**src/rtl/sha256_pad_sequencer_if.sv**
```systemverilog
// Message-in / block-out / digest handshake bundle for the SHA-256 pad sequencer.
// The master side is the message source and compression core; the slave side is the sequencer.
interface sha256_pad_sequencer_if;
  logic [31:0]  msg_data;
  logic         msg_valid;
  logic         msg_ready;
  logic         msg_last;
  logic [2:0]   msg_nbytes;
  logic         msg_abort;
  logic [511:0] blk_data;
  logic         blk_first;
  logic         blk_valid;
  logic         blk_ready;
  logic         core_done;
  logic [255:0] core_hash;
  logic [255:0] hash_out;
  logic         hash_valid;

  modport master (
    output msg_data, msg_valid, msg_last, msg_nbytes, msg_abort, blk_ready,
           core_done, core_hash,
    input  msg_ready, blk_data, blk_first, blk_valid, hash_out, hash_valid
  );

  modport slave (
    input  msg_data, msg_valid, msg_last, msg_nbytes, msg_abort, blk_ready,
           core_done, core_hash,
    output msg_ready, blk_data, blk_first, blk_valid, hash_out, hash_valid
  );
endinterface

```
**src/rtl/sha256_pad_sequencer.sv**
```systemverilog
// Packs a big-endian word stream into padded 512-bit SHA-256 blocks and sequences the core.
// Optional abort support is compiled in with `define SHA256_SEQ_ABORT_EN.
module sha256_pad_sequencer (
  input  logic                          clk,
  input  logic                          rst,
  sha256_pad_sequencer_if.slave         bus
);

  typedef enum logic [2:0] {IDLE, FILL, PAD, ISSUE, WAIT, DONE} state_t;

  state_t         state_q, state_d;
  logic [31:0]    buf_q [16];
  logic [31:0]    buf_d [16];
  logic [4:0]     idx_q, idx_d;
  logic [63:0]    len_q, len_d;
  logic           first_q, first_d;
  logic           final_q, final_d;
  logic           trail_q, trail_d;
  logic           mark80_q, mark80_d;
  logic           abort_q, abort_d;
  logic [255:0]   hash_q, hash_d;

  logic           accept;
  logic           abort_req;
  logic [2:0]     nb;
  logic [63:0]    len_base;
  logic [511:0]   blk_flat;

  function automatic logic [2:0] sat_nbytes(input logic [2:0] n);
    return (n > 3'd4) ? 3'd4 : n;
  endfunction

  // Keep the valid leading bytes, drop the rest and place the 0x80 marker right after them.
  function automatic logic [31:0] pad_last(input logic [31:0] d, input logic [2:0] n);
    case (n)
      3'd0:    return 32'h8000_0000;
      3'd1:    return {d[31:24], 24'h80_0000};
      3'd2:    return {d[31:16], 16'h8000};
      3'd3:    return {d[31:8], 8'h80};
      default: return d;
    endcase
  endfunction

`ifdef SHA256_SEQ_ABORT_EN
  assign abort_req = bus.msg_abort;
`else
  logic unused_abort;
  assign unused_abort = bus.msg_abort;
  assign abort_req    = 1'b0;
`endif

  assign bus.msg_ready  = !rst && (state_q == IDLE || state_q == FILL);
  assign accept         = bus.msg_valid && bus.msg_ready;
  assign nb             = sat_nbytes(bus.msg_nbytes);
  assign len_base       = (state_q == IDLE) ? 64'd0 : len_q;

  for (genvar g = 0; g < 16; g++) begin : g_blk
    assign blk_flat[511-32*g -: 32] = buf_q[g];
  end

  assign bus.blk_data   = blk_flat;
  assign bus.blk_valid  = (state_q == ISSUE);
  assign bus.blk_first  = first_q;
  assign bus.hash_out   = hash_q;
  assign bus.hash_valid = (state_q == DONE);

  always_comb begin
    state_d  = state_q;
    buf_d    = buf_q;
    idx_d    = idx_q;
    len_d    = len_q;
    first_d  = first_q;
    final_d  = final_q;
    trail_d  = trail_q;
    mark80_d = mark80_q;
    abort_d  = abort_q;
    hash_d   = hash_q;

    case (state_q)
      IDLE, FILL: begin
        if (accept) begin
          if (state_q == IDLE) begin
            first_d  = 1'b1;
            final_d  = 1'b0;
            trail_d  = 1'b0;
            mark80_d = 1'b0;
          end
          if (bus.msg_last) begin
            buf_d[idx_q[3:0]] = pad_last(bus.msg_data, nb);
            len_d = len_base + {58'd0, nb, 3'd0};
            if (nb != 3'd4) begin
              idx_d   = idx_q + 5'd1;
              state_d = PAD;
            end else if (idx_q != 5'd15) begin
              buf_d[idx_q[3:0] + 4'd1] = 32'h8000_0000;
              idx_d   = idx_q + 5'd2;
              state_d = PAD;
            end else begin
              // Full last word fills the block: the marker opens a trailer block.
              idx_d    = 5'd0;
              trail_d  = 1'b1;
              mark80_d = 1'b1;
              state_d  = ISSUE;
            end
          end else begin
            buf_d[idx_q[3:0]] = bus.msg_data;
            len_d = len_base + 64'd32;
            if (idx_q == 5'd15) begin
              idx_d   = 5'd0;
              state_d = ISSUE;
            end else begin
              idx_d   = idx_q + 5'd1;
              state_d = FILL;
            end
          end
        end
      end

      PAD: begin
        if (idx_q < 5'd14) begin
          buf_d[idx_q[3:0]] = 32'd0;
          idx_d = idx_q + 5'd1;
        end else if (idx_q == 5'd14) begin
          buf_d[14] = len_q[63:32];
          buf_d[15] = len_q[31:0];
          final_d   = 1'b1;
          idx_d     = 5'd0;
          state_d   = ISSUE;
        end else begin
          // No room for the length: close this block and owe a length-only block.
          if (idx_q == 5'd15) buf_d[15] = 32'd0;
          trail_d  = 1'b1;
          mark80_d = 1'b0;
          idx_d    = 5'd0;
          state_d  = ISSUE;
        end
      end

      ISSUE: begin
        if (bus.blk_ready) begin
          first_d = 1'b0;
          state_d = WAIT;
        end
      end

      WAIT: begin
        if (bus.core_done) begin
          if (abort_q || abort_req) begin
            abort_d = 1'b0;
            final_d = 1'b0;
            trail_d = 1'b0;
            mark80_d = 1'b0;
            idx_d   = 5'd0;
            len_d   = 64'd0;
            state_d = IDLE;
          end else if (final_q) begin
            hash_d  = bus.core_hash;
            final_d = 1'b0;
            state_d = DONE;
          end else if (trail_q) begin
            trail_d  = 1'b0;
            mark80_d = 1'b0;
            if (mark80_q) begin
              buf_d[0] = 32'h8000_0000;
              idx_d    = 5'd1;
            end else begin
              idx_d    = 5'd0;
            end
            state_d = PAD;
          end else begin
            idx_d   = 5'd0;
            state_d = FILL;
          end
        end
      end

      DONE:    state_d = IDLE;
      default: state_d = IDLE;
    endcase

    if (abort_req) begin
      if (state_q == FILL || state_q == PAD) begin
        for (int i = 0; i < 16; i++) buf_d[i] = 32'd0;
        len_d    = 64'd0;
        idx_d    = 5'd0;
        first_d  = 1'b0;
        final_d  = 1'b0;
        trail_d  = 1'b0;
        mark80_d = 1'b0;
        state_d  = IDLE;
      end else if (state_q == ISSUE || (state_q == WAIT && !bus.core_done)) begin
        abort_d = 1'b1;
      end
    end
  end

  always_ff @(posedge clk or posedge rst) begin
    if (rst) begin
      state_q  <= IDLE;
      for (int i = 0; i < 16; i++) buf_q[i] <= 32'd0;
      idx_q    <= 5'd0;
      len_q    <= 64'd0;
      first_q  <= 1'b0;
      final_q  <= 1'b0;
      trail_q  <= 1'b0;
      mark80_q <= 1'b0;
      abort_q  <= 1'b0;
      hash_q   <= 256'd0;
    end else begin
      state_q  <= state_d;
      buf_q    <= buf_d;
      idx_q    <= idx_d;
      len_q    <= len_d;
      first_q  <= first_d;
      final_q  <= final_d;
      trail_q  <= trail_d;
      mark80_q <= mark80_d;
      abort_q  <= abort_d;
      hash_q   <= hash_d;
    end
  end

endmodule

```
**src/flat_wrapper.sv**
```systemverilog
// flat-port wrapper written by rule: the top's interface ports become plain ports
module sha256_pad_sequencer_flat 
  (clk, rst, bus_msg_data, bus_msg_valid, bus_msg_last, bus_msg_nbytes, bus_msg_abort, bus_blk_ready, bus_core_done, bus_core_hash, bus_msg_ready, bus_blk_data, bus_blk_first, bus_blk_valid, bus_hash_out, bus_hash_valid);
  sha256_pad_sequencer_if bus_i ();
  input  logic clk;
  input  logic rst;
  input wire logic [$bits(bus_i.msg_data)-1:0] bus_msg_data;
  input wire logic [$bits(bus_i.msg_valid)-1:0] bus_msg_valid;
  input wire logic [$bits(bus_i.msg_last)-1:0] bus_msg_last;
  input wire logic [$bits(bus_i.msg_nbytes)-1:0] bus_msg_nbytes;
  input wire logic [$bits(bus_i.msg_abort)-1:0] bus_msg_abort;
  input wire logic [$bits(bus_i.blk_ready)-1:0] bus_blk_ready;
  input wire logic [$bits(bus_i.core_done)-1:0] bus_core_done;
  input wire logic [$bits(bus_i.core_hash)-1:0] bus_core_hash;
  output wire logic [$bits(bus_i.msg_ready)-1:0] bus_msg_ready;
  output wire logic [$bits(bus_i.blk_data)-1:0] bus_blk_data;
  output wire logic [$bits(bus_i.blk_first)-1:0] bus_blk_first;
  output wire logic [$bits(bus_i.blk_valid)-1:0] bus_blk_valid;
  output wire logic [$bits(bus_i.hash_out)-1:0] bus_hash_out;
  output wire logic [$bits(bus_i.hash_valid)-1:0] bus_hash_valid;
  assign bus_i.msg_data = bus_msg_data;
  assign bus_i.msg_valid = bus_msg_valid;
  assign bus_i.msg_last = bus_msg_last;
  assign bus_i.msg_nbytes = bus_msg_nbytes;
  assign bus_i.msg_abort = bus_msg_abort;
  assign bus_i.blk_ready = bus_blk_ready;
  assign bus_i.core_done = bus_core_done;
  assign bus_i.core_hash = bus_core_hash;
  assign bus_msg_ready = bus_i.msg_ready;
  assign bus_blk_data = bus_i.blk_data;
  assign bus_blk_first = bus_i.blk_first;
  assign bus_blk_valid = bus_i.blk_valid;
  assign bus_hash_out = bus_i.hash_out;
  assign bus_hash_valid = bus_i.hash_valid;
  sha256_pad_sequencer u_core (.clk(clk), .rst(rst), .bus(bus_i));
endmodule
```
**config.mk**
```make
export PLATFORM = sky130hd
export DESIGN_NAME = sha256_pad_sequencer_flat
export DESIGN_NICKNAME = d
export VERILOG_FILES = /design/src/rtl/sha256_pad_sequencer_if.sv /design/src/rtl/sha256_pad_sequencer.sv /design/src/flat_wrapper.sv
export SDC_FILE = /design/constraint.sdc
export NUM_CORES = 2
export LEC_CHECK = 0
export CAP_MARGIN = 10
export CORE_AREA = 3 3 411 413
export CTS_BUF_LIST = sky130_fd_sc_hd__clkbuf_4 sky130_fd_sc_hd__clkbuf_8 sky130_fd_sc_hd__clkbuf_16
export DETAILED_ROUTE_END_ITERATION = 6
export DIE_AREA = 0 0 414 416
export SLEW_MARGIN = 15
export SYNTH_ARGS = -nofsm -noshare
export SYNTH_HDL_FRONTEND = slang
export SYNTH_SLANG_ARGS = --single-unit
```
**constraint.sdc**
```tcl
create_clock -name clk -period 26.7 [get_ports clk]
set_input_delay 5.34 -clock clk [delete_from_list [all_inputs] [get_ports clk]]
set_output_delay 5.34 -clock clk [all_outputs]
set_load 0.02 [all_outputs]
```
After elaboration in Yosys (flattened, before gate mapping)
Cells that the tools add are included. Widths: inputs -> output; s select.

$add $sub $neg: 5. Order comparisons: 6. Eq/ne operators: 25. Mux-type cells: 83. Bitwise operators: 8. Reductions and logical operators: 25.

Operator list (count): $mux 512 (4); $bwmux 512 (2); $pmux 480 s2 (1); $and 512x512->512 (1); $not 512->512 (1); $and 496x496->496 (1); $not 496->496 (1); $mux 448 (1); $mux 32 (12); $mux 64 (5); $demux 32 s4 (2); $pmux 32 s4 (1); $pmux 32 s3 (1); $add 64x6->64 (1); $add 64x6->64 const B (1); $mux 5 (8); $mux 1 (30); $mux 3 (8); $or 16x16->16 (1); $reduce_and 4->1 (4); $pmux 5 s3 (1); $reduce_and 7->1 (2); $eq 3x2->1 const B (4); $ne 2x1->1 const B (6); 30 further kinds (53).

Flip-flop bits (word level): 844. Input port bits: 298. Output and inout port bits: 772. Logic and storage cells: 176.

Logic depth before layout (Yosys ltp)
Depth in word-level cells: 14. Mapped depth: 13.

Least setup slack after synthesis
OpenSTA, ideal clock, no wires.

Path kind: input to output. From: in rst. To: out bus_msg_ready. Arrival: 5.825 ns. Path slack: 15.535 ns. Stages: 1. Cells stage by stage: nor3_1.

Longest elaborated chain between the ends: 2.

RTL lines: start: declaration (RTL line flat_wrapper.sv:6) `input logic rst;`; $logic_not 1->1 (no source line); $logic_and 1x1->1 (RTL line sha256_pad_sequencer.sv:52) `assign bus.msg_ready = !rst && (state_q == IDLE || state_q == FILL);`; end: declaration (RTL line flat_wrapper.sv:15) `output wire logic [$bits(bus_i.msg_ready)-1:0] bus_msg_ready;`.

No other way between the ends.

Final worst setup path
Ends and elaborated chain as after synthesis.

==> impl_results.md <==
* RSZ-0062 raised after global routing: no
* Clock power share at 28.3%
* Max-slew violations at 0
* Adder-cell area share of the yosys netlist at less than 1%
* Row cnt at 149
* Setup-failing EPs final at 0
* Die Y at 416 um
* Number of port buffers at 1068
* Power density cells at 98.6 nW/um^2
* Synthesized netlist cell count at 3181
* DRT antenna net count at 0
* Vias per Instance at 5.21
* Switching Fraction at between 30% and 40%
* Xor-xnor portion of the synthesized cell area at 1.45%
* Power share of the sequential group at 33.4%
* TritonCTS Sinks at 841
* Post-CTS Setup Inserts at 0
* NetSw at 0.00203 W
* TritonCTS Buffers at 102
* Ys Warns at 0
* Post-DR wirelength/cell at 35.0 um
* Setup TNS at 0 ns
* Compound-cell area share of the yosys netlist at 21.2%
* Max frequency at 0.0807 GHz
* Sequential element share of the synthesized area at a little under three fifths
* Critical Path RT at between 20 and 25 ns
* Final Hold Viols at 0
* Crit-path max FO at 7
* Final period util at ~46%
* Worst-skew pair later-pin latency at 0.72 ns
* Max-cap violation count at 0
* GP Congestion at 1.02
* Max VDD drop at 56.8 uV
* DRC at 30
* Crit path from: rst
* Cts repair resizes at 0
* Synth async-reset ratio at 100%
* Failing checks: design-rule violations
* Min cycle time layout at 12.39 ns
* First-pass GRT wire length at 298000 um
* Mux cell area share after synthesis at 8.06%
* Worst R2R Start: u_core.idx_q[3]
* Setup crit start kind: input pin
* Die Footprint at 172000 um^2
* Buf/Inv on CP at 2
* Largest net degree at the start of global routing at 86
* CP Class: in2out
* Int Power at 0.00325 W
* Slew margin rel. at 19.3%
* Crit path largest cell delay at a little under 0.7 ns
* Drt first pass iters at 7
* Leakage at 22.9 nW
* Average cell area after synthesis at 11.6 um^2
* Comb pwr share at 38.3%
* Hold_ws at 0.484 ns
* Post-Route WL at 225000 um
* Reg clk slew, reported paths at roughly 0.050 ns
* Initial antenna violation count at 62
* Io pins at approximately 1100
* Seq cells post-synth at roughly 840
* Nets at 4440
* RR Endpoint: u_core.bus.blk_data[51]
* Critical Path Most Common Cell: clkdlybuf4s50_1
* DP Wirelength at ~170000 um
* Syn Nets at approximately 3500
* CP delay by family, top: buffers and inverters
* Setup ws final at 14.31 ns
* Slew @ Worst Pin at roughly 1.2 ns
* Simple-gate area share of the yosys netlist at 7.82%
* Gr usage total at between 20% and 30%
* GRT overflow at 0
* CP cell instances: clkdlybuf4s50_1 > nor3_1 > clkdlybuf4s50_1
* Starting Density at about 22%
* Worst Skew at 0.0380 ns
* Element type at the critical path end: output port
* Largest family of logic cells by synthesized area: compound AO/OA/AOI/OAI gates
* Layout area overhead at 45.4%
* Via count at 33453
* Synth Flop Type: dfrtp_1
* Number of enable flip-flop cells after synthesis at 0
* R2R depth at 9
* WP depth at 3
* Dpl ws at 14.22 ns
* Count of hold-fix buffers inserted at cts at 0
* Core area at about 170000 um^2
* CP max-delay cell: clkdlybuf4s50_1
* R2R Setup Slk at 22.13 ns
* Starting DRT DRC Count at 4099
* CTS root buf: clkbuf_16
* Worst Hold Class: reg2reg
* Ratio of cells with drive above 1 in the final layout at between 10 and 15%
* Die span in x at between 400 and 500 um
* H-Tree Level Count at 3
* CTS tree: done
* CP arrival at 7.05 ns
* Status: finished, violations left
* Setup crit end: bus_msg_ready
* Vias in the first global route at 32403
* Cell area after synthesis at 36800 um^2
* Synth cell types at 77
* Worst-case clock buffer depth at 3
## worst reg2reg max path, delay by kind of cell, from the launching register on
kind                       cells  cell delay (ns)
buffers and inverters          1             0.18
adders and majority gates      1             0.47
AOI/OAI and AO/OA              3             1.87
DFF                            1             0.62
and+or+nand+nor                4             1.28
## flip-flops by register name, summed over array words and instances (netlist names)
| register | cells |
|---|---|
| u_core.bus.blk_data | 512 |
| u_core.bus.blk_first | 1 |
| u_core.bus.hash_out | 256 |
| u_core.final_q | 1 |
| u_core.idx_q | 5 |
| u_core.len_q | 61 |
| u_core.mark80_q | 1 |
| u_core.state_q | 3 |
| u_core.trail_q | 1 |
## worst min path at each step
stage	from	cells past startpoint	end	slack, ns
after global placement	u_core.bus.blk_data[61]	1	u_core.bus.blk_data[61]	0.47
after detailed placement	u_core.bus.blk_data[52]	1	u_core.bus.blk_data[52]	0.47
after CTS	u_core.bus.blk_data[43]	1	u_core.bus.blk_data[43]	0.49
after floorplan	u_core.len_q[3]	1	u_core.len_q[3]	0.48
after global routing	u_core.bus.hash_out[4]	1	u_core.bus.hash_out[4]	0.51
final	u_core.bus.blk_data[43]	1	u_core.bus.blk_data[43]	0.48
## kinds of logic after synthesis
group                    count (synthesis)
AO/OA/AOI/OAI                         1104
XOR/XNOR                                61
adder cells (fa/ha/maj)                 14
buffers and inverters                  336
flip-flops                             841
multiplexers                           264
AND/OR/NAND/NOR                        561
## Yosys cell counts (all sizes together) (27+ instances only)
cell type  number  area (um^2)
a21oi          76          399
a221o          31          310
a22o          411         3600
a31oi          29          181
and3           28          175
buf            83          438
clkbuf        226          848
dfrtp         841        21000
inv            27          101
mux2          258         2910
nand2         201          754
nand3          85          425
nand4          44          275
nor2           73          277
nor3           34          250
o21ai         427         2140
o2bb2ai        39          342
xor2           50          438
## power by group through the flow
stage                     logic, W  clock network [W]  registers [W]
final                      0.00202            0.00149        0.00176
after global routing       0.00211            0.00157        0.00178
after global placement     0.00200                  0        0.00177
after CTS                  0.00202            0.00152        0.00175
after detailed placement   0.00201                  0        0.00177
after floorplan           0.000608                  0        0.00205
## layout by cell type, fill, tap and decap left out, drive strengths merged, types with 12 or more instances in the layout
cell / synthesis / routed
clkinv: 0 / 22
ha: 13 / 13
buf: 83 / 84
a222oi: 18 / 18
clkdlybuf4s50: 0 / 1068
nand2: 201 / 201
nor2: 73 / 73
dfrtp: 841 / 841
nor2b: 25 / 25
nor3: 34 / 34
a221o: 31 / 31
o21ai: 427 / 427
clkbuf: 226 / 150
and2: 14 / 14
and3: 28 / 28
xor2: 50 / 50
nor4: 12 / 12
a31oi: 29 / 29
a21oi: 76 / 76
nand3: 85 / 85
a22o: 411 / 411
o2bb2ai: 39 / 39
mux2: 258 / 258
nand4: 44 / 44
diode: 0 / 17
inv: 27 / 30
## per-stage QoR
step	total power [W]	util (%)	instances	instance area [um^2]
global route	0.00546	32.4	6409	53500
floorplan	0.00266	-	3181	36800
global placement	0.00377	30.2	6211	49800
detailed placement	0.00379	30.2	6211	49800
finish	0.00528	32.4	6419	53500
CTS	0.00530	32.3	6400	53400
## cell type report
type,count,area (um^2)
inverters,27,105
repair buffers,1152,11400
clock inverters,39,519
clock buffers,150,3050
well taps,2189,2740
fillers,16769,112000
diodes,17,42.5
flip-flops and latches,841,21000
multi-input cells,2004,14600
## routing by layer
metal / GRT usage [%] / vias up / wire [um]
met1: 29.7 / 17274 / 84800
met2: 39.2 / 2015 / 102000
met5: 0 / - / 142
met4: 10.4 / 24 / 11100
li1: - / 13750 / -
met3: 11.2 / 390 / 26900
No activity file was read; power rests on OpenSTA's default activity.
